--- src/rtl/fifo_ctrl.sv ---
// -----------------------------------------------------------------------------
// fifo_ctrl
//
// Pointer and flag controller for the fifo_mem storage array used by the UART
// TX and RX buffers. It turns push/pop requests from the UART datapath into
// memory write strobes and addresses. It also keeps the occupancy count,
// full/empty/threshold flags and sticky overflow/underflow error flags.
//
// Read data is first-word-fall-through: the memory reads combinationally at
// rd_addr, so the head entry is on the memory's data_out whenever empty = 0.
//
// Parameters
//   FIFO_DEPTH    number of entries, 2 .. 2**FIFO_C_WIDTH
//   FIFO_C_WIDTH  memory address width
//   AF_LEVEL      almost_full  when count >= AF_LEVEL
//   AE_LEVEL      almost_empty when count <= AE_LEVEL
//
// Ports
//   clk           system clock, all state updates on the rising edge
//   rst_n         synchronous active-low reset
//   push          write request (data presented to memory in the same cycle)
//   pop           read request, consumes the head entry
//   flush         empties the FIFO, error flags kept
//   clr_err       clears overflow / underflow
//   wr_en         memory write strobe (the only combinational output)
//   wr_addr       memory write address (tail pointer)
//   rd_addr       memory read address (head pointer)
//   count         occupancy, 0 .. FIFO_DEPTH
//   full, empty, almost_full, almost_empty   status flags
//   overflow, underflow                      sticky error flags
// -----------------------------------------------------------------------------
module fifo_ctrl #(
  parameter int FIFO_DEPTH   = 16,
  parameter int FIFO_C_WIDTH = 4,
  parameter int AF_LEVEL     = 12,
  parameter int AE_LEVEL     = 4
) (
  input  logic                    clk,
  input  logic                    rst_n,
  input  logic                    push,
  input  logic                    pop,
  input  logic                    flush,
  input  logic                    clr_err,
  output logic                    wr_en,
  output logic [FIFO_C_WIDTH-1:0] wr_addr,
  output logic [FIFO_C_WIDTH-1:0] rd_addr,
  output logic [FIFO_C_WIDTH:0]   count,
  output logic                    full,
  output logic                    empty,
  output logic                    almost_full,
  output logic                    almost_empty,
  output logic                    overflow,
  output logic                    underflow
);

  localparam logic [FIFO_C_WIDTH-1:0] LAST_ADDR = FIFO_C_WIDTH'(FIFO_DEPTH - 1);
  localparam logic [FIFO_C_WIDTH-1:0] ADDR_ZERO = '0;
  localparam logic [FIFO_C_WIDTH-1:0] ADDR_ONE  = FIFO_C_WIDTH'(1);
  localparam logic [FIFO_C_WIDTH:0]   CNT_ZERO  = '0;
  localparam logic [FIFO_C_WIDTH:0]   CNT_ONE   = (FIFO_C_WIDTH + 1)'(1);
  localparam logic [FIFO_C_WIDTH:0]   CNT_FULL  = (FIFO_C_WIDTH + 1)'(FIFO_DEPTH);
  localparam logic [FIFO_C_WIDTH:0]   CNT_AF    = (FIFO_C_WIDTH + 1)'(AF_LEVEL);
  localparam logic [FIFO_C_WIDTH:0]   CNT_AE    = (FIFO_C_WIDTH + 1)'(AE_LEVEL);

  logic [FIFO_C_WIDTH-1:0] wr_ptr_reg, wr_ptr_next;
  logic [FIFO_C_WIDTH-1:0] rd_ptr_reg, rd_ptr_next;
  logic [FIFO_C_WIDTH:0]   count_reg, count_next;
  logic                    overflow_reg, overflow_next;
  logic                    underflow_reg, underflow_next;

  logic full_flag;
  logic empty_flag;
  logic push_ok;
  logic pop_ok;

  // Wrap explicitly at the last entry so non-power-of-2 depths work.
  function automatic logic [FIFO_C_WIDTH-1:0] ptr_inc(input logic [FIFO_C_WIDTH-1:0] ptr);
    if (ptr == LAST_ADDR) begin
      return ADDR_ZERO;
    end
    return ptr + ADDR_ONE;
  endfunction

  // Flags come only from the registered count, so push/pop have no
  // combinational path to them.
  assign full_flag  = (count_reg == CNT_FULL);
  assign empty_flag = (count_reg == CNT_ZERO);

  // Gate on registered full only. This keeps the write strobe free of any
  // path from pop. rst_n is included so the memory is never written while
  // reset is held.
  assign push_ok = push & ~full_flag & ~flush & rst_n;
  assign pop_ok  = pop & ~empty_flag & ~flush;

  // Next-state logic
  always_comb begin
    wr_ptr_next = wr_ptr_reg;
    rd_ptr_next = rd_ptr_reg;
    count_next  = count_reg;

    if (flush) begin
      wr_ptr_next = ADDR_ZERO;
      rd_ptr_next = ADDR_ZERO;
      count_next  = CNT_ZERO;
    end else begin
      if (push_ok) begin
        wr_ptr_next = ptr_inc(wr_ptr_reg);
      end
      if (pop_ok) begin
        rd_ptr_next = ptr_inc(rd_ptr_reg);
      end
      case ({push_ok, pop_ok})
        2'b10:   count_next = count_reg + CNT_ONE;
        2'b01:   count_next = count_reg - CNT_ONE;
        default: count_next = count_reg;
      endcase
    end

    // A new error in the same cycle as clr_err wins, so it is never lost.
    overflow_next  = (overflow_reg  & ~clr_err) | (push & full_flag  & ~flush);
    underflow_next = (underflow_reg & ~clr_err) | (pop  & empty_flag & ~flush);
  end

  // State registers
  always_ff @(posedge clk) begin
    if (!rst_n) begin
      wr_ptr_reg    <= ADDR_ZERO;
      rd_ptr_reg    <= ADDR_ZERO;
      count_reg     <= CNT_ZERO;
      overflow_reg  <= 1'b0;
      underflow_reg <= 1'b0;
    end else begin
      wr_ptr_reg    <= wr_ptr_next;
      rd_ptr_reg    <= rd_ptr_next;
      count_reg     <= count_next;
      overflow_reg  <= overflow_next;
      underflow_reg <= underflow_next;
    end
  end

  // Outputs
  assign wr_en        = push_ok;
  assign wr_addr      = wr_ptr_reg;
  assign rd_addr      = rd_ptr_reg;
  assign count        = count_reg;
  assign full         = full_flag;
  assign empty        = empty_flag;
  assign almost_full  = (count_reg >= CNT_AF);
  assign almost_empty = (count_reg <= CNT_AE);
  assign overflow     = overflow_reg;
  assign underflow    = underflow_reg;

endmodule

--- config.mk ---
export PLATFORM = sky130hd
export DESIGN_NAME = fifo_ctrl
export DESIGN_NICKNAME = d
export VERILOG_FILES = /design/src/rtl/fifo_ctrl.sv
export SDC_FILE = /design/constraint.sdc
export NUM_CORES = 1
export LEC_CHECK = 0
export CORE_MARGIN = 2
export CORE_UTILIZATION = 45
export DETAILED_ROUTE_END_ITERATION = 8
export GPL_ROUTABILITY_DRIVEN = 0
export PLACE_DENSITY = 0.84
export SYNTH_ARGS = -nofsm -noshare
export SYNTH_HDL_FRONTEND = slang
export SYNTH_SLANG_ARGS = --single-unit
--- constraint.sdc ---
create_clock -name clk -period 2.64 [get_ports clk]
set_input_delay 0.264 -clock clk [delete_from_list [all_inputs] [get_ports clk]]
set_output_delay 0.264 -clock clk [all_outputs]
set_load 0.01 [all_outputs]
==> impl_metrics.toml <==
[outcome]
status = "complete, no violations"

[final_layout]
drive_above_1_share_pct = 11.3
syn_to_final_growth_pct = 37.1
final_util_pct = 67.7
multi_input_comb_area_sq_um = 548
fillers = 167
antenna_cells = 0
largest_reg_flops = 5
seqCellArea_sq_um = 300
fin_nets = 138

[routing]
drt_wl_total_um = 1950
wl_per_cell_um = 13.1
drt_iter0_markers = 7
antenna_left = 0
viasPerCell = 5.36
vias = 799
drt_first_pass_iters = 4
drc_errors = 0

[clock_network]
clockBufferDepth = 2
postCtsSetupBuffers = 0
cts-root-buf = "clkbuf_4"
hold_buffers = 0
clkLatencyLatePin_ps = 280
post_cts_resized = 0
clock_sinks = 15
htree_levels = 1
cts_inserted_buffers = 3
tritoncts = "yes"
cts.clk_slew.worst_paths_ps = 90

[global_route]
antenna_found_initial = 0
grt_usage_pct = 19.2
grt_max_degree = 13
grt_pass1_vias = 727
grt_overflow_total = 0
grt_first_pass_wirelength_um = 3080

[power]
powerDensity_mw_per_mm2 = 344
p_leak_nw = 0.486
ir_drop_mv = 0.259

[synthesis]
synth_top_area_share_pct = 34.5
synth.cell_area_sq_um = 871
ys_seq_area_share_pct = 34.5
ys_types = 36
yosysMostFrequentCell = "dfxtp_1"
ys.warnings.count = 0
synth_area_leader_cell = "dfxtp_1"
synthTopCellsByArea = "dfxtp_1 34%, ha_1 8.6%, mux2i_1 5.7%"
synth_edf_count = 0
synthFlopType = "dfxtp_1"
ys_seq_elements = 15
synth_fp_nets = 107
synth_compound_area_share_pct = 19.3
synth.top_cells.by_count = "15 x dfxtp_1, 11 x nor2_1, 8 x nand2_1"
synth_mux_area_share_pct = 5.75
synthArstFlopShare_pct = 0
synth_top_family_by_area = "simple AND/OR/NAND/NOR gates"
synth_adder_area_share_pct = 10.9
synthSimpleGateAreaFrac_pct = 24.0
synth_cells = 94
synth-xor-area-share_pct = 3.02
syn_area_per_cell_sq_um = 9.26

[hold_path]
holdPathStages = 1
hold_path_class = "flip-flop to flip-flop"
hold_path_end = "wr_addr[3]"
min_from = "wr_addr[3]"

[critical_path]
startpoint_type = "flip-flop"
crit_required_ps = 2810
cp_max_fo = 7
r2r_end = "count[4]"
cp_data_arrival_time_ps = 2530
rrSetupSlack_ps = 280
r2r_cells = 9
r2r-start = "count[0]"
worstSetupPathType = "flip-flop to flip-flop"
crit_path_end_kind = "flip-flop"

[timing]
slew_headroom_pct = 67.6
final-hold-violation-count = 0
drv_slew = 0
rsz0062_at_grt = "false"
fin_crit_ps = 2360
tns_ps = 0
finalSetupViolations = 0
fmax_mhz = 423
post-route-period-util_pct = 89.5
worst_slew_pin_slew_ps = 485
skew_ps = 2.09

[die]
ios = 26
fp-row-count = 15
core_sq_mm = 0.00176
initial_utilization_pct = 49.4
dieArea_sq_mm = 0.00230
die_h_um = 48.0
fp.dieW_um = 48.0

[placed_design]
dpl.hpwl_um = 1490
numPortBuffers = 25

[job]
drv_cap = 0
-- cells by family after synthesis --
| family | count (synthesis) |
|---|---|
| AO/OA/AOI/OAI | 21 |
| XOR/XNOR | 3 |
| flip-flops | 15 |
| AND/OR/NAND/NOR | 37 |
| buffers and inverters | 6 |
| adder cells (fa/ha/maj) | 7 |
| multiplexers | 5 |
-- final cells by class --
type                       count  area share [%]
sequential                    15            25.2
tap                           25            2.62
multi-input combinational     73            45.9
inverter                       4            1.26
clock buffer                   4            2.20
timing repair buffer          28            22.9
-- power breakdown --
group	internal, mW	switching [mW]	leakage, nW	total, mW
Combinational	0.0256	0.0209	0.350	0.0465
Clock	0.0586	0.0738	0.0150	0.132
Sequential	0.229	0.00340	0.121	0.232
Total	0.313	0.0980	0.486	0.411
-- routing by layer --
metal / vias to the layer above / wire length, um / track usage, %
met3: 2 / 97 / 4.15
met1: 370 / 911 / 23.4
met2: 20 / 938 / 32.0
li1: 407 / - / -
met5: - / 0 / 0
met4: 0 / 6 / 8.65
-- metrics by stage --
| step | hold slack [ps] | total power [mW] | instance area [sq um] | setup slack [ps] | instances |
|---|---|---|---|---|---|
| after global placement | 498 | 0.283 | 1170 | 294 | 145 |
| after detailed placement | 518 | 0.284 | 1170 | 204 | 145 |
| final | 545 | 0.411 | 1190 | 276 | 149 |
| after floorplan | 382 | 0.260 | 871 | 416 | 94 |
| after CTS | 533 | 0.419 | 1190 | 280 | 149 |
| after global routing | 548 | 0.432 | 1190 | 107 | 149 |
-- placed cells by master (no fill, tap or decap), types with 2 or more instances in the layout --
cell,count
nand2b_1,2
clkdlybuf4s50_1,25
nor3_1,2
o21a_1,2
xor2_1,2
dfxtp_1,15
a21oi_1,5
nor2b_1,2
inv_1,3
nor2_1,11
nand3_1,4
buf_4,3
and4b_1,2
a41oi_1,2
a31oi_1,2
mux2i_1,5
ha_1,6
nand2_1,8
clkbuf_4,3
-- worst max-delay path: stages (launching register included) --
cell      delay, ps
dfxtp_1         420
nor4_4          410
a21boi_2        100
nand2_1         100
ha_1            280
ha_1            310
a21oi_1         220
a211oi_1        120
o211ai_1        190
o31ai_1          90
-- worst max-delay path by stage --
stage	startpoint	end	slack, ps	cells after the start
after global routing	count[0]	count[4]	110	9
after detailed placement	rst_n	count[4]	200	9
after floorplan	count[0]	count[4]	420	9
after CTS	count[0]	count[4]	280	9
final	count[0]	count[4]	280	9
after global placement	push	count[4]	290	9
Power figures use the tool's default switching activity.
